`config.mk`:
```
export PLATFORM = sky130hd
export DESIGN_NAME = latch_bank_wr_ctrl_flat
export DESIGN_NICKNAME = d
export VERILOG_FILES = /design/src/rtl/latch_bank_wr_ctrl_if.sv /design/src/rtl/latch_bank_wr_ctrl.sv /design/src/flat_wrapper.sv
export SDC_FILE = /design/constraint.sdc
export NUM_CORES = 1
export LEC_CHECK = 0
export ABC_CLOCK_PERIOD_IN_PS = 1700
export BUFFER_PORTS_ARGS = -buffer_cell sky130_fd_sc_hd__buf_2
export CAP_MARGIN = 15
export CORE_MARGIN = 2
export CORE_UTILIZATION = 49
export CTS_BUF_LIST = sky130_fd_sc_hd__clkbuf_16
export DETAILED_ROUTE_END_ITERATION = 8
export PLACE_DENSITY_LB_ADDON = 0.2
export SLEW_MARGIN = 20
export SYNTH_ARGS = -nofsm -noshare
export SYNTH_HDL_FRONTEND = slang
export SYNTH_SLANG_ARGS = --single-unit
```
`constraint.sdc`:
```
create_clock -name CLK -period 1.7 [get_ports CLK]
set_input_delay 0.085 -clock CLK [delete_from_list [all_inputs] [get_ports CLK]]
set_output_delay 0.085 -clock CLK [all_outputs]
set_load 0.02 [all_outputs]
```
`src/rtl/latch_bank_wr_ctrl_if.sv`:
```
`default_nettype none
// ============================================================================
//  Module      : latch_bank_wr_ctrl_if
//  Description : Request/status bundle between a bus master and the latch
//                bank write sequencer.
//  Revision    : 1.0
// ============================================================================
interface latch_bank_wr_ctrl_if #(
  parameter int AW    = 3,
  parameter int WIDTH = 8
);
  logic             req_valid;
  logic             req_ready;
  logic [AW-1:0]    req_addr;
  logic [WIDTH-1:0] req_data;
  logic             clr_req;
  logic             busy;
  logic             done;
  logic             err;

  modport master (
    output req_valid, req_addr, req_data, clr_req,
    input  req_ready, busy, done, err
  );

  modport slave (
    input  req_valid, req_addr, req_data, clr_req,
    output req_ready, busy, done, err
  );
endinterface
`default_nettype wire

```
`src/rtl/latch_bank_wr_ctrl.sv`:
```
`default_nettype none
// ============================================================================
//  Module      : latch_bank_wr_ctrl
//  Description : Setup / enable-pulse / hold write sequencer and bank-wide
//                clear for a bank of transparent-high latches.
//  Revision    : 1.0
// ============================================================================
module latch_bank_wr_ctrl #(
  parameter int DEPTH     = 8,
  parameter int WIDTH     = 8,
  parameter int AW        = 3,
  parameter int SETUP_CYC = 1,
  parameter int PULSE_CYC = 2,
  parameter int HOLD_CYC  = 1
) (
  input  wire                    CLK,
  input  wire                    RN,
  latch_bank_wr_ctrl_if.slave    bus,
  output logic [WIDTH-1:0]       lat_d,
  output logic [DEPTH-1:0]       lat_e,
  output logic [DEPTH-1:0]       lat_rn
);

  localparam int MAX_SP = (SETUP_CYC > PULSE_CYC) ? SETUP_CYC : PULSE_CYC;
  localparam int MAX_C  = (MAX_SP > HOLD_CYC) ? MAX_SP : HOLD_CYC;
  localparam int CW     = (MAX_C > 1) ? $clog2(MAX_C) : 1;
  localparam logic [AW:0] DEPTH_W = (AW+1)'(DEPTH);

  typedef enum logic [2:0] {
    S_IDLE  = 3'd0,
    S_SETUP = 3'd1,
    S_PULSE = 3'd2,
    S_HOLD  = 3'd3,
    S_CLEAR = 3'd4
  } state_t;

  state_t           state_q,    state_d;
  logic [CW-1:0]    cnt_q,      cnt_d;
  logic [AW-1:0]    addr_q,     addr_d;
  logic [WIDTH-1:0] lat_d_q,    lat_d_d;
  logic [DEPTH-1:0] lat_e_q,    lat_e_d;
  logic [DEPTH-1:0] lat_rn_q,   lat_rn_d;
  logic             clr_pend_q, clr_pend_d;
  logic             done_q,     done_d;
  logic             err_q,      err_d;

  logic             w_in_range;
  logic [DEPTH-1:0] w_onehot;

  always_ff @(posedge CLK or negedge RN) begin
    if (!RN) begin
      state_q    <= S_IDLE;
      cnt_q      <= '0;
      addr_q     <= '0;
      lat_d_q    <= '0;
      lat_e_q    <= '0;
      lat_rn_q   <= '1;
      clr_pend_q <= 1'b0;
      done_q     <= 1'b0;
      err_q      <= 1'b0;
    end else begin
      state_q    <= state_d;
      cnt_q      <= cnt_d;
      addr_q     <= addr_d;
      lat_d_q    <= lat_d_d;
      lat_e_q    <= lat_e_d;
      lat_rn_q   <= lat_rn_d;
      clr_pend_q <= clr_pend_d;
      done_q     <= done_d;
      err_q      <= err_d;
    end
  end

  always_comb begin
    w_in_range = ({1'b0, addr_q} < DEPTH_W);
    w_onehot   = '0;
    for (int i = 0; i < DEPTH; i++) begin
      w_onehot[i] = (addr_q == AW'(i));
    end
  end

  always_comb begin
    state_d    = state_q;
    cnt_d      = cnt_q;
    addr_d     = addr_q;
    lat_d_d    = lat_d_q;
    lat_e_d    = lat_e_q;
    lat_rn_d   = lat_rn_q;
    done_d     = 1'b0;
    err_d      = 1'b0;
    // A clear request arriving mid-sequence is remembered until IDLE.
    clr_pend_d = clr_pend_q | (bus.clr_req && (state_q != S_IDLE));

    unique case (state_q)
      S_IDLE: begin
        if (clr_pend_q || bus.clr_req) begin
          state_d  = S_CLEAR;
          cnt_d    = CW'(PULSE_CYC - 1);
          lat_rn_d = '0;
        end else if (bus.req_valid) begin
          state_d = S_SETUP;
          cnt_d   = CW'(SETUP_CYC - 1);
          addr_d  = bus.req_addr;
          lat_d_d = bus.req_data;
        end
      end
      S_SETUP: begin
        if (cnt_q == '0) begin
          state_d = S_PULSE;
          cnt_d   = CW'(PULSE_CYC - 1);
          lat_e_d = w_in_range ? w_onehot : '0;
        end else begin
          cnt_d = cnt_q - 1'b1;
        end
      end
      S_PULSE: begin
        if (cnt_q == '0) begin
          state_d = S_HOLD;
          cnt_d   = CW'(HOLD_CYC - 1);
          lat_e_d = '0;
        end else begin
          cnt_d = cnt_q - 1'b1;
        end
      end
      S_HOLD: begin
        if (cnt_q == '0) begin
          state_d = S_IDLE;
          done_d  = 1'b1;
          err_d   = !w_in_range;
        end else begin
          cnt_d = cnt_q - 1'b1;
        end
      end
      S_CLEAR: begin
        if (cnt_q == '0) begin
          state_d    = S_IDLE;
          lat_rn_d   = '1;
          done_d     = 1'b1;
          clr_pend_d = 1'b0;
        end else begin
          cnt_d = cnt_q - 1'b1;
        end
      end
      default: begin
        state_d  = S_IDLE;
        lat_e_d  = '0;
        lat_rn_d = '1;
      end
    endcase
  end

  assign bus.req_ready = (state_q == S_IDLE) && !clr_pend_q;
  assign bus.busy      = (state_q != S_IDLE);
  assign bus.done      = done_q;
  assign bus.err       = err_q;
  assign lat_d         = lat_d_q;
  assign lat_e         = lat_e_q;
  assign lat_rn        = lat_rn_q;

endmodule
`default_nettype wire

```
`src/flat_wrapper.sv`:
```
// flat-port wrapper written by rule: the top's interface ports become plain ports
module latch_bank_wr_ctrl_flat 
#(
  parameter int DEPTH     = 8,
  parameter int WIDTH     = 8,
  parameter int AW        = 3,
  parameter int SETUP_CYC = 1,
  parameter int PULSE_CYC = 2,
  parameter int HOLD_CYC  = 1
)
  (CLK, RN, lat_d, lat_e, lat_rn, bus_req_valid, bus_req_addr, bus_req_data, bus_clr_req, bus_req_ready, bus_busy, bus_done, bus_err);
  latch_bank_wr_ctrl_if #(.AW(AW), .WIDTH(WIDTH)) bus_i ();
  input  wire CLK;
  input  wire RN;
  output logic [WIDTH-1:0] lat_d;
  output logic [DEPTH-1:0] lat_e;
  output logic [DEPTH-1:0] lat_rn;
  input wire logic [$bits(bus_i.req_valid)-1:0] bus_req_valid;
  input wire logic [$bits(bus_i.req_addr)-1:0] bus_req_addr;
  input wire logic [$bits(bus_i.req_data)-1:0] bus_req_data;
  input wire logic [$bits(bus_i.clr_req)-1:0] bus_clr_req;
  output wire logic [$bits(bus_i.req_ready)-1:0] bus_req_ready;
  output wire logic [$bits(bus_i.busy)-1:0] bus_busy;
  output wire logic [$bits(bus_i.done)-1:0] bus_done;
  output wire logic [$bits(bus_i.err)-1:0] bus_err;
  assign bus_i.req_valid = bus_req_valid;
  assign bus_i.req_addr = bus_req_addr;
  assign bus_i.req_data = bus_req_data;
  assign bus_i.clr_req = bus_clr_req;
  assign bus_req_ready = bus_i.req_ready;
  assign bus_busy = bus_i.busy;
  assign bus_done = bus_i.done;
  assign bus_err = bus_i.err;
  latch_bank_wr_ctrl #(.DEPTH(DEPTH), .WIDTH(WIDTH), .AW(AW), .SETUP_CYC(SETUP_CYC), .PULSE_CYC(PULSE_CYC), .HOLD_CYC(HOLD_CYC)) u_core (.CLK(CLK), .RN(RN), .bus(bus_i), .lat_d(lat_d), .lat_e(lat_e), .lat_rn(lat_rn));
endmodule
```
-- Word level (Yosys, flattened, before mapping)
Index checks and enable logic that the tools add are counted.
- register bits: 33
- bits of input ports: 15
- output and inout bits: 28
- logic and storage cells: 68
- $add $sub $neg: 1
- equal/unequal tests: 17
- mux-type cells: 21
- bitwise gates (word level): 4
- reductions and logical operators: 17
- operators with widths (cell ; number):
    $pmux W8 S3 ; 2
    $mux W8 ; 4
    $eq A3 B3 Y1 const B ; 5
    $mux W3 ; 5
    $eq A3 B2 Y1 const B ; 4
    $pmux W3 S4 ; 1
    $reduce_and A3 Y1 ; 3
    $reduce_or A3 Y1 ; 3
    $mux W1 ; 8
    $ne A2 B2 Y1 const B ; 4
    $eq A3 B1 Y1 const B ; 2
    $logic_not A3 Y1 ; 2
    $reduce_bool A3 Y1 ; 2
    $reduce_and A4 Y1 ; 1
    $ne A3 B2 Y1 const B ; 1
    $not A1 Y1 ; 3
    $pmux W1 S3 ; 1
    $logic_and A1 B1 Y1 ; 2
    $ne A2 B1 Y1 const B ; 1
    $reduce_and A2 Y1 ; 1
    $reduce_or A2 Y1 ; 1
    $logic_not A1 Y1 ; 1
    $logic_or A1 B1 Y1 ; 1
    $or A1 B1 Y1 ; 1
    $sub A1 B1 Y1 const B ; 1

-- Logic depth before layout (Yosys ltp)
Gate-level depths: netlist of the first run.
- depth after elaboration: 5
- depth in mapped cells: 5
- depth with buffers taken out: 3

-- Least setup slack after synthesis of the first run
No wires, ideal clock.
- path type: reg2reg
- start: reg u_core.state_q[2]
- end: reg u_core.addr_q[1]
- setup time: 0.125 ns
- arrival time: 1.525 ns
- data required time: 1.575 ns
- setup slack: 0.050 ns
- cell stages (with the launch flop): 6
- path buffers: 2
- cells stage by stage: dfrtp_1 buf_6 nor4_4 nand3b_2 buf_6 mux2_4
- cells in the longest elaborated chain, start to end: 2
- RTL lines (what ; RTL line ; RTL):
    start: declaration ; latch_bank_wr_ctrl.sv:37 ; state_t state_q, state_d;
    start signal: assignment ; latch_bank_wr_ctrl.sv:62 ; state_q <= state_d;
    $logic_not A3 Y1 ; latch_bank_wr_ctrl.sv:94 ; unique case (state_q)
    $reduce_and A3 Y1 (no source line) ; n/a ;
    end signal: assignment ; latch_bank_wr_ctrl.sv:64 ; addr_q <= addr_d;
    end: declaration ; latch_bank_wr_ctrl.sv:39 ; logic [AW-1:0] addr_q, addr_d;
Every way passes these cells.
A chain may end at the register's enable or synchronous reset.

-- Worst setup path in the final report of the first run
- start: reg u_core.state_q[1]
- end: out bus_busy
- cells in the longest elaborated chain, start to end: 1
- RTL lines (what ; RTL line ; RTL):
    $reduce_bool A3 Y1 ; latch_bank_wr_ctrl.sv:153 ; assign bus.busy = (state_q != S_IDLE);
    end: declaration ; flat_wrapper.sv:23 ; output wire logic [$bits(bus_i.busy)-1:0] bus_busy;
Every way passes these cells.

==> impl_table.tex, run 1 <==
\begin{tabular}{lr}
\hline
Metric & Value \\
\hline
\multicolumn{2}{l}{\textbf{Setup path}} \\
Highest-delay cell along the critical path & dfrtp\_1 \\
Setup crit end kind & primary output \\
Worst Path Arrival & 1540 ps \\
Crit path cell chain & buf\_4 -> or3\_2 -> buf\_2 \\
CP max stage delay & 460 ps \\
Number of buffers and inverters on the critical path & 2 \\
Largest delay share family, worst path & flip-flops \\
Kind of start point of the critical path & register \\
Class of the most critical setup path & reg -> out \\
Max Fanout on Critical Path & 7 \\
Setup slack of the most critical reg-to-reg path & 180 ps \\
Worst endpoint required time & 1620 ps \\
\multicolumn{2}{l}{\textbf{Clock network}} \\
Later-pin clock latency in the skew report & 250 ps \\
CTS H-tree depth & 1 \\
CTS tree & built \\
Buffers inserted by post-CTS timing repair & 0 \\
Clock Sinks & 26 \\
TritonCTS buffer count & 3 \\
Number of gates resized after cts & 0 \\
Hold buffers post-CTS & 1 \\
Clock root buffer & clkbuf\_16 \\
Clock Tree Buf Depth & 2 \\
Clock-pin slew on the worst setup and hold paths & 60 ps \\
\multicolumn{2}{l}{\textbf{Die}} \\
Chip Height & 54.96 um \\
Area inside the core boundary & 0.002477 mm\^{}2 \\
Starting utilization of the core area & 51.36\% \\
I/O pins & 43 \\
Horiz. Die Dim & 54.96 um \\
Area enclosed by the die boundary & 0.003021 mm\^{}2 \\
Cell row count & 18 \\
\multicolumn{2}{l}{\textbf{Drt}} \\
Total Wirelength & 2.184 mm \\
Drt via density & 5.131 \\
Detailed-route wire length per cell & 13.00 um \\
Iteration-0 DRC Markers & 9 \\
1st-pass router iterations & 4 \\
Antenna Violating Nets Remaining & 0 \\
Count of unresolved DRC violations after routing & 0 \\
Total vias in the final route & 862 \\
\multicolumn{2}{l}{\textbf{Timing}} \\
Final-report setup violation count & 0 \\
Final hold violation count & 0 \\
Shortest period the worst path allows & 1624 ps \\
Setup Total Neg Slack & 0 ps \\
Largest clock skew in the final design & 1.836 ps \\
Setup repair after global routing missed its margin & no \\
Final worst path period share & 95.52\% \\
Actual transition at the worst max-transition pin & 563.2 ps \\
Remaining max-slew budget at the tightest pin & 62.45\% \\
Final slew viol count & 0 \\
Achievable clock frequency & 615.8 MHz \\
\multicolumn{2}{l}{\textbf{Synthesis}} \\
Warning count from the yosys run & 0 \\
Syn nets & 114 \\
Number of instances in the synthesized netlist & 99 \\
Seq cells post-synth & 26 \\
Cell area after synthesis & 0.001272 mm\^{}2 \\
Unique cell type count in the Yosys netlist & 30 \\
Average instance area after synthesis & 12.85 um\^{}2 \\
Sequential fraction of the synthesis area & 51.23\% \\
\multicolumn{2}{l}{\textbf{Power}} \\
Static leakage & 0.8238 nW \\
Portion of total power attributed to combinational logic & 44.6\% \\
Switching power summed over all nets & 1.147 mW \\
Power per Cell Area & 1978 mW/mm\^{}2 \\
Worst ir drop on vdd & 1.181 mV \\
Clock network power share & 21.3\% \\
Sequential cell fraction of total power & 34.0\% \\
Int Power & 1.960 mW \\
Switching share of total power & 36.91\% \\
\multicolumn{2}{l}{\textbf{GRT}} \\
Met2 Track Usage GR & 24.80\% \\
Via count of the first global-routing pass & 770 \\
Met3 usage & 3.226\% \\
Total congestion overflow after global routing & 0 \\
Wire length of the first global-routing pass & 3.463 mm \\
Met1 routing resource usage after global routing & 22.97\% \\
Largest net degree at the start of global routing & 27 \\
Initial antenna violation count & 0 \\
Highest-utilization routing layer at the global route stage & met2 \\
Global Route Usage Sum & 16.47\% \\
\multicolumn{2}{l}{\textbf{Finish}} \\
Final net count & 154 \\
Diodes inserted & 0 \\
Commonest non-fill, non-tap cell in the layout & buf\_2 \\
Layout cell share with drive strength beyond 1 & 54.35\% \\
Area delta synth->final & 23.40\% \\
Fin area & 0.001570 mm\^{}2 \\
Most frequent cells in the layout & 41 x buf\_2, 25 x dfrtp\_1, 10 x mux2\_4 \\
\multicolumn{2}{l}{\textbf{Placed design}} \\
Post-DP Area & 0.001455 mm\^{}2 \\
Final RePlAce weighted congestion & 0.7733 \\
Post-detailed-placement half-perimeter wirelength & 1.673 mm \\
Input/output buffers & 41 \\
\multicolumn{2}{l}{\textbf{Outcome}} \\
Outcome & complete, no violations \\
\multicolumn{2}{l}{\textbf{Job}} \\
Max-Cap Viols & 0 \\
\multicolumn{2}{l}{\textbf{Min path}} \\
Worst min-delay path class & in -> reg \\
\hline
\end{tabular}
-- path summary, 6_finish.rpt --
check / start / to / cells after the start
min in group asynchronous: RN / u_core.lat_e[5] / 2
max reg2reg: u_core.state_q[1] / u_core.lat_d[1] / 4
max: u_core.state_q[1] / bus_busy / 3
min: bus_req_addr[2] / u_core.addr_q[2] / 2
min reg2reg: u_core.lat_e[1] / u_core.lat_e[1] / 1
max in group asynchronous: RN / u_core.lat_e[4] / 2
-- cell type report --
| class | count | area (um^2) |
|---|---|---|
| flip-flops and latches | 26 | 651.9 |
| inverters | 3 | 11.26 |
| repair buffers | 47 | 252.7 |
| fillers | 204 | 907.1 |
| clock buffers | 3 | 75.07 |
| clock inverters | 1 | 30.03 |
| multi-input cells | 58 | 511.7 |
| well taps | 30 | 37.54 |
-- synth_stat cells, drive strengths merged --
master | instances | area [um^2]
nor4 | 1 | 21.27
xnor2 | 1 | 8.760
o21bai | 1 | 7.510
o31ai | 1 | 7.510
nand3b | 1 | 11.26
nor2 | 9 | 33.78
or3 | 1 | 7.510
nand2b | 2 | 12.51
a32oi | 1 | 8.760
nor3 | 3 | 15.01
a21oi | 4 | 20.02
o21ai | 1 | 5.000
nand3 | 1 | 5.000
o22ai | 2 | 18.77
a32o | 1 | 10.01
a311oi | 1 | 8.760
nor2b | 2 | 12.51
dfstp | 1 | 26.28
dfrtp | 25 | 625.6
buf | 12 | 97.59
mux2i | 1 | 10.01
nand2 | 2 | 7.510
conb | 1 | 3.750
inv | 3 | 11.26
nand4bb | 1 | 11.26
or4b | 1 | 13.76
mux2 | 19 | 251.5
-- stage by stage --
step	hold WS, ps	setup slack (ps)	instances	total power, mW	utilization, %
after detailed placement	117.2	190.8	163	2.458	58.74
after global placement	111.8	214.7	163	2.427	58.74
after floorplan	-210.6	49.76	99	2.175	-
after global routing	49.28	27.58	168	3.313	63.38
final	56.09	76.18	168	3.106	63.38
after CTS	50.42	71.29	168	3.144	63.38
-- logic make-up (layout without fill, tap and decap cells) --
group | count (synthesis) | after routing | share of synthesized area (%)
AOI/OAI and AO/OA | 12 | 12 | 6.785
xor gates and xnor gates | 1 | 1 | 0.6884
and+or+nand+nor | 24 | 24 | 11.90
buffers and inverters | 15 | 54 | 8.554
other | 1 | 1 | 0.2947
DFF | 26 | 26 | 51.23
muxes | 20 | 20 | 20.55
-- state kept, by name, summed over array words and instances, names as in the netlist --
register / count
u_core.addr_q: 3
u_core.bus.done: 1
u_core.clr_pend_q: 1
u_core.cnt_q: 1
u_core.lat_d: 8
u_core.lat_e: 8
u_core.lat_rn: 1
u_core.state_q: 3
-- power by group through the flow --
| stage | Sequential [mW] | Combinational, mW | Clock [mW] |
|---|---|---|---|
| floorplan | 1.21 | 0.963 | 0 |
| global placement | 1.05 | 1.37 | 0 |
| detailed placement | 1.06 | 1.40 | 0 |
| CTS | 1.06 | 1.40 | 0.687 |
| global route | 1.10 | 1.51 | 0.709 |
| finish | 1.06 | 1.39 | 0.663 |
-- metal layers --
layer	share of wire, %	vias up
met5	0	-
met4	0.46	0
met3	4.3	2
met2	47	28
met1	48	414
li1	-	418
Power figures use the tool's default switching activity.
==> inputs of run 2 (changes only) <==
--- a/config.mk
+++ b/config.mk
@@ -8,11 +8,10 @@
 export ABC_CLOCK_PERIOD_IN_PS = 1700
 export BUFFER_PORTS_ARGS = -buffer_cell sky130_fd_sc_hd__buf_2
 export CAP_MARGIN = 15
-export CORE_MARGIN = 2
 export CORE_UTILIZATION = 49
 export CTS_BUF_LIST = sky130_fd_sc_hd__clkbuf_16
 export DETAILED_ROUTE_END_ITERATION = 8
-export PLACE_DENSITY_LB_ADDON = 0.2
+export PLACE_DENSITY = 0.85
 export SLEW_MARGIN = 20
 export SYNTH_ARGS = -nofsm -noshare
 export SYNTH_HDL_FRONTEND = slang
==> impl_table.tex, run 2 (synthesis results as in run 1) <==
\begin{tabular}{lr}
\hline
Metric & Value \\
\hline
\multicolumn{2}{l}{\textbf{Power}} \\
Power per Cell Area & 1925 mW/mm\^{}2 \\
Worst ir drop on vdd & 1.074 mV \\
Static leakage & 0.8062 nW \\
\multicolumn{2}{l}{\textbf{Timing}} \\
Achievable clock frequency & 604.7 MHz \\
Final hold violation count & 0 \\
Worst Setup Slack, final & 46.22 ps \\
Actual transition at the worst max-transition pin & 547.3 ps \\
Hold slack & 56.66 ps \\
Setup repair after global routing missed its margin & no \\
Final slew viol count & 0 \\
Final-report setup violation count & 0 \\
Shortest period the worst path allows & 1654 ps \\
Final worst path period share & 97.28\% \\
Remaining max-slew budget at the tightest pin & 63.51\% \\
Setup Total Neg Slack & 0 ps \\
Largest clock skew in the final design & 3.580 ps \\
\multicolumn{2}{l}{\textbf{Drt}} \\
Count of unresolved DRC violations after routing & 1 \\
1st-pass router iterations & 6 \\
Antenna Violating Nets Remaining & 0 \\
Detailed-route wire length per cell & 14.17 um \\
Total Wirelength & 2.367 mm \\
Iteration-0 DRC Markers & 17 \\
Total vias in the final route & 866 \\
Drt via density & 5.186 \\
\multicolumn{2}{l}{\textbf{Job}} \\
Max-Cap Viols & 0 \\
\multicolumn{2}{l}{\textbf{Die}} \\
I/O pins & 43 \\
Horiz. Die Dim & 52.96 um \\
Chip Height & 52.96 um \\
Cell row count & 18 \\
Area enclosed by the die boundary & 0.002805 mm\^{}2 \\
Starting utilization of the core area & 51.83\% \\
Area inside the core boundary & 0.002455 mm\^{}2 \\
\multicolumn{2}{l}{\textbf{GRT}} \\
Wire length of the first global-routing pass & 3.815 mm \\
Largest net degree at the start of global routing & 27 \\
Global Route Usage Sum & 19.51\% \\
Via count of the first global-routing pass & 817 \\
Initial antenna violation count & 0 \\
Total congestion overflow after global routing & 0 \\
\multicolumn{2}{l}{\textbf{Setup path}} \\
Startpoint of the most critical register-to-register path & u\_core.state\_q[2] \\
Class of the most critical setup path & reg -> out \\
Setup crit end kind & primary output \\
Setup slack of the most critical reg-to-reg path & 150 ps \\
Worst Reg2Reg Path Length in Cells & 4 \\
Worst endpoint required time & 1620 ps \\
Kind of start point of the critical path & register \\
Reg2Reg Capture Point & u\_core.lat\_d[0] \\
Max Fanout on Critical Path & 6 \\
Worst Path Arrival & 1570 ps \\
\multicolumn{2}{l}{\textbf{Min path}} \\
Launch point of the worst hold path & bus\_req\_data[1] \\
Worst min-delay path class & in -> reg \\
Hold worst-path end & u\_core.lat\_d[1] \\
WHS Path Cells & 2 \\
\multicolumn{2}{l}{\textbf{Outcome}} \\
Failing checks & design-rule violations \\
Outcome & finished, violations left \\
\multicolumn{2}{l}{\textbf{Finish}} \\
Layout cell share with drive strength beyond 1 & 53.28\% \\
Commonest non-fill, non-tap cell in the layout & buf\_2 \\
Final net count & 153 \\
Area delta synth->final & 20.75\% \\
Most frequent cells in the layout & 41 x buf\_2, 25 x dfrtp\_1, 10 x mux2\_4 \\
Diodes inserted & 0 \\
Fin area & 0.001536 mm\^{}2 \\
\multicolumn{2}{l}{\textbf{Clock network}} \\
TritonCTS buffer count & 3 \\
Clock root buffer & clkbuf\_16 \\
Clock Tree Buf Depth & 2 \\
CTS H-tree depth & 1 \\
Clock-pin slew on the worst setup and hold paths & 60 ps \\
CTS tree & built \\
Number of gates resized after cts & 0 \\
Buffers inserted by post-CTS timing repair & 0 \\
Clock Sinks & 26 \\
Later-pin clock latency in the skew report & 250 ps \\
\multicolumn{2}{l}{\textbf{Placed design}} \\
Input/output buffers & 41 \\
Final RePlAce weighted congestion & 0.7574 \\
Post-detailed-placement half-perimeter wirelength & 1.767 mm \\
Worst slack at placement & 163.4 ps \\
Post-DP Area & 0.001448 mm\^{}2 \\
\hline
\end{tabular}
==> run 2: cell types whose count changed in the layout (fill, tap and decap cells not counted), sizes merged <==
cell | before | now
bufinv | 1 | 0
clkinv | 0 | 1
buf | 46 | 45
==> run 2: metrics by stage <==
| step | cells | util [%] | total power [mW] |
|---|---|---|---|
| floorplan | 99 | - | 2.175 |
| global placement | 162 | 58.97 | 2.393 |
| detailed placement | 162 | 58.97 | 2.451 |
| CTS | 167 | 62.59 | 2.979 |
| global route | 167 | 62.59 | 3.128 |
| finish | 167 | 62.59 | 2.957 |
==> run 2: metal layers <==
layer	wire length (um)	GRT usage, %	share of wire [%]	up-vias
li1	-	-	-	413
met1	975	23.18	41	422
met2	1276	34.39	54	27
met3	102	3.448	4.3	4
met4	13	7.895	0.55	0
met5	0	0	0	-
==> run 2: worst max path at each step <==
stage / slack (ps) / cells after the start / to / startpoint
2_1_floorplan: 50 / 5 / u_core.addr_q[1] / u_core.state_q[2]
3_3_place_gp: 230 / 4 / u_core.lat_d[1] / u_core.state_q[2]
3_5_place_dp: 160 / 4 / u_core.lat_d[0] / u_core.state_q[2]
4_1_cts: 40 / 3 / bus_busy / u_core.state_q[2]
5_1_grt: 20 / 3 / bus_busy / u_core.state_q[2]
6_report: 50 / 3 / bus_busy / u_core.state_q[2]
==> run 2: power breakdown <==
group / total [mW] / switching (mW) / internal [mW]
clock network: 0.506 / 0.192 / 0.314
logic: 1.36 / 0.736 / 0.620
registers: 1.09 / 0.237 / 0.857
total: 2.96 / 1.17 / 1.79
==> run 2: cell type report <==
| type | count | area [um^2] |
|---|---|---|
| Multi-Input combinational cell | 58 | 511.7 |
| Inverter | 3 | 11.26 |
| Tap cell | 30 | 37.54 |
| Sequential cell | 26 | 651.9 |
| Clock inverter | 1 | 3.754 |
| Timing Repair Buffer | 46 | 245.2 |
| Clock buffer | 3 | 75.07 |
| Fill cell | 198 | 918.4 |
==> run 2: critical path: stages (launching register included) <==
cell and delay [ps]:
dfrtp_1 460, buf_4 190, or3_2 480, buf_2 170
==> run 2: repair_timing <==
| item | CTS | global route |
|---|---|---|
| hold buffers | 1 | 0 |
| endpoints found under the setup margin | 0 | 0 |
| endpoints found under the hold margin | 25 | 0 |
==> inputs of run 3 (changes only) <==
--- a/config.mk
+++ b/config.mk
@@ -5,13 +5,14 @@
 export SDC_FILE = /design/constraint.sdc
 export NUM_CORES = 1
 export LEC_CHECK = 0
+export ABC_AREA = 1
 export ABC_CLOCK_PERIOD_IN_PS = 1700
 export BUFFER_PORTS_ARGS = -buffer_cell sky130_fd_sc_hd__buf_2
 export CAP_MARGIN = 15
-export CORE_UTILIZATION = 49
+export CORE_UTILIZATION = 50
 export CTS_BUF_LIST = sky130_fd_sc_hd__clkbuf_16
 export DETAILED_ROUTE_END_ITERATION = 8
-export PLACE_DENSITY = 0.85
+export PLACE_DENSITY = 0.86
 export SLEW_MARGIN = 20
 export SYNTH_ARGS = -nofsm -noshare
 export SYNTH_HDL_FRONTEND = slang
==> constraint.sdc (replaced) <==
create_clock -name CLK -period 1.7 [get_ports CLK]
set_input_delay 0.51 -clock CLK [delete_from_list [all_inputs] [get_ports CLK]]
set_output_delay 0.51 -clock CLK [all_outputs]
set_load 0.02 [all_outputs]
==> impl_table.tex, run 3 <==
\begin{tabular}{lr}
\hline
Metric & Value \\
\hline
\multicolumn{2}{l}{\textbf{Outcome}} \\
Outcome & complete, no violations \\
\multicolumn{2}{l}{\textbf{Synthesis}} \\
Average instance area after synthesis & 8.208 um\^{}2 \\
Warning count from the yosys run & 0 \\
Post-synthesis cell type with the largest combined area & dfrtp\_1 \\
Unique cell type count in the Yosys netlist & 20 \\
Sequential fraction of the synthesis area & 47.84\% \\
Most used DFF post-synth & dfrtp\_1 \\
Ranking of synthesized cells by instance count & 46 x nand2\_1, 25 x dfrtp\_1, 22 x inv\_1, 20 x nand3\_1, 14 x nor2\_1 \\
Count leader, synth & nand2\_1 \\
Post-synth EDFFs & 0 \\
Seq cells post-synth & 26 \\
Cell area after synthesis & 0.001363 mm\^{}2 \\
Area share of the largest cell type after synthesis & 45.91\% \\
Leading post-synthesis cells by cell area & dfrtp\_1 46\%, nand2\_1 13\%, nand3\_1 7.3\% \\
Number of instances in the synthesized netlist & 166 \\
Syn nets & 181 \\
Fraction of registers with async set/reset & 100.0\% \\
\multicolumn{2}{l}{\textbf{Timing}} \\
Final slew viol count & 0 \\
Achievable clock frequency & 608.5 MHz \\
Shortest period the worst path allows & 1643 ps \\
Final-report setup violation count & 0 \\
Remaining max-slew budget at the tightest pin & 62.61\% \\
Actual transition at the worst max-transition pin & 560.9 ps \\
Setup Total Neg Slack & 0 ps \\
Final worst path period share & 96.67\% \\
Final hold violation count & 0 \\
Hold slack & 236.7 ps \\
Setup repair after global routing missed its margin & no \\
Largest clock skew in the final design & 1.998 ps \\
\multicolumn{2}{l}{\textbf{GRT}} \\
Largest net degree at the start of global routing & 27 \\
Total congestion overflow after global routing & 0 \\
Wire length of the first global-routing pass & 4.443 mm \\
Global Route Usage Sum & 21.36\% \\
Initial antenna violation count & 0 \\
Via count of the first global-routing pass & 1059 \\
\multicolumn{2}{l}{\textbf{Finish}} \\
Final net count & 220 \\
Most frequent cells in the layout & 46 x nand2\_1, 40 x buf\_2, 24 x dfrtp\_1 \\
Layout cell share with drive strength beyond 1 & 35.29\% \\
Final-layout fill cell count & 224 \\
Diodes inserted & 0 \\
Share of the core filled with cells & 66.17\% \\
Area delta synth->final & 22.50\% \\
Commonest non-fill, non-tap cell in the layout & nand2\_1 \\
Number of standard cells in the layout, taps in and fillers out & 234 \\
\multicolumn{2}{l}{\textbf{Placed design}} \\
Final RePlAce weighted congestion & 0.8716 \\
Post-detailed-placement half-perimeter wirelength & 1.729 mm \\
Post-Place Cells & 227 \\
Input/output buffers & 41 \\
\multicolumn{2}{l}{\textbf{Setup path}} \\
Setup crit end kind & primary output \\
Largest delay share family, worst path & flip-flops \\
Crit path cell chain & nor2\_4 -> nand2\_4 -> nor2\_4 -> buf\_6 \\
Max Fanout on Critical Path & 4 \\
Worst Path Arrival & 1130 ps \\
Kind of start point of the critical path & register \\
Highest-delay cell along the critical path & dfrtp\_1 \\
Number of buffers and inverters on the critical path & 1 \\
CP max stage delay & 420 ps \\
Class of the most critical setup path & reg -> out \\
Most frequent CP cell & nor2\_4 \\
Worst endpoint required time & 1190 ps \\
\multicolumn{2}{l}{\textbf{Clock network}} \\
Hold buffers post-CTS & 0 \\
CTS H-tree depth & 1 \\
Clock Sinks & 26 \\
CTS tree & built \\
Clock Tree Buf Depth & 2 \\
Clock root buffer & clkbuf\_16 \\
TritonCTS buffer count & 3 \\
Later-pin clock latency in the skew report & 260 ps \\
Clock-pin slew on the worst setup and hold paths & 60 ps \\
\multicolumn{2}{l}{\textbf{Min path}} \\
Worst min-delay path class & in -> async \\
\multicolumn{2}{l}{\textbf{Drt}} \\
Detailed-route wire length per cell & 11.08 um \\
Count of unresolved DRC violations after routing & 0 \\
Iteration-0 DRC Markers & 29 \\
Drt via density & 4.936 \\
Total vias in the final route & 1155 \\
1st-pass router iterations & 4 \\
Total Wirelength & 2.593 mm \\
Antenna Violating Nets Remaining & 0 \\
\multicolumn{2}{l}{\textbf{Die}} \\
Area enclosed by the die boundary & 0.002938 mm\^{}2 \\
Chip Height & 54.20 um \\
Area inside the core boundary & 0.002522 mm\^{}2 \\
Horiz. Die Dim & 54.20 um \\
Cell row count & 18 \\
Starting utilization of the core area & 54.02\% \\
I/O pins & 43 \\
\multicolumn{2}{l}{\textbf{Job}} \\
Max-Cap Viols & 0 \\
\multicolumn{2}{l}{\textbf{Power}} \\
Static leakage & 0.9402 nW \\
Worst ir drop on vdd & 1.306 mV \\
Power per Cell Area & 1933 mW/mm\^{}2 \\
\hline
\end{tabular}
## run 3: changes by cell type after synthesis, moves of 3 or more
cell	delta
nand2_1	+44
inv_1	+19
nand3_1	+19
o21ai_2	+11
mux2_4	-10
mux2_2	-9
nor2_1	+5
a21oi_1	-3
nor3_1	-3
o21ai_0	+3
## run 3: timing repair
item / in CTS / in global routing
pin swaps: 1 / 1
gates resized for setup: 2 / 4
setup endpoints to repair: 2 / 1
setup buffers: 3 / 0
## run 3: layout make-up
| type | instances | area (um^2) | share of cell area (%) |
|---|---|---|---|
| Clock buffer | 3 | 75.07 | 4.498 |
| Clock inverter | 1 | 30.03 | 1.799 |
| Timing Repair Buffer | 45 | 241.5 | 14.47 |
| Multi-Input combinational cell | 106 | 544.3 | 32.61 |
| Tap cell | 30 | 37.54 | 2.249 |
| Sequential cell | 26 | 653.1 | 39.13 |
| Inverter | 23 | 87.58 | 5.247 |
## run 3: final timing paths
kind	startpoint	to	slack, ps	depth (start not counted)
max in group asynchronous	RN	u_core.state_q[0]	1060	1
worst min-delay path	RN	u_core.lat_e[5]	240	1
worst max-delay path	u_core.state_q[1]	bus_req_ready	60	4
worst min register to register	u_core.lat_e[3]	u_core.lat_e[3]	460	2
worst max register to register	u_core.state_q[1]	u_core.lat_e[7]	260	7
min in group CLK	u_core.lat_e[3]	u_core.lat_e[3]	460	2
## run 3: cell families after synthesis
| group | synth area share [%] |
|---|---|
| DFF | 47.84 |
| and+or+nand+nor | 30.21 |
| other | 0.2752 |
| buffers and inverters | 12.76 |
| AOI/OAI and AO/OA | 8.907 |
## run 3: stage by stage
| step | cell area (um^2) | total power [mW] | setup slack, ps |
|---|---|---|---|
| after floorplan | 1363 | 2.166 | 104.3 |
| after global placement | 1526 | 2.400 | 162.7 |
| after detailed placement | 1526 | 2.435 | 137.3 |
| after CTS | 1655 | 3.193 | 11.37 |
| after global routing | 1669 | 3.474 | 4.513 |
| final | 1669 | 3.227 | 56.55 |
## run 3: worst reg2reg max path, stage by stage, from the launching register on
cell and delay, ps:
dfrtp_1 420, buf_4 170, nor2_1 150, nand2_2 150
nand2_1 140, nand2_2 130, nand3_1 110, nand2_1 60
## run 3: metal layers
| metal | vias up | track usage (%) | routed length (um) |
|---|---|---|---|
| met5 | - | 0 | 0 |
| met4 | 0 | 7.692 | 21 |
| met3 | 4 | 4.802 | 130 |
| met2 | 38 | 34.96 | 1232 |
| met1 | 526 | 27.34 | 1209 |
| li1 | 587 | - | - |
## run 3: where the power goes
group          leakage, nW  internal, mW  total (mW)  switching (mW)
sequential           0.334         0.847        1.07           0.220
clock               0.0511         0.468       0.674           0.206
combinational        0.555         0.515        1.49           0.970
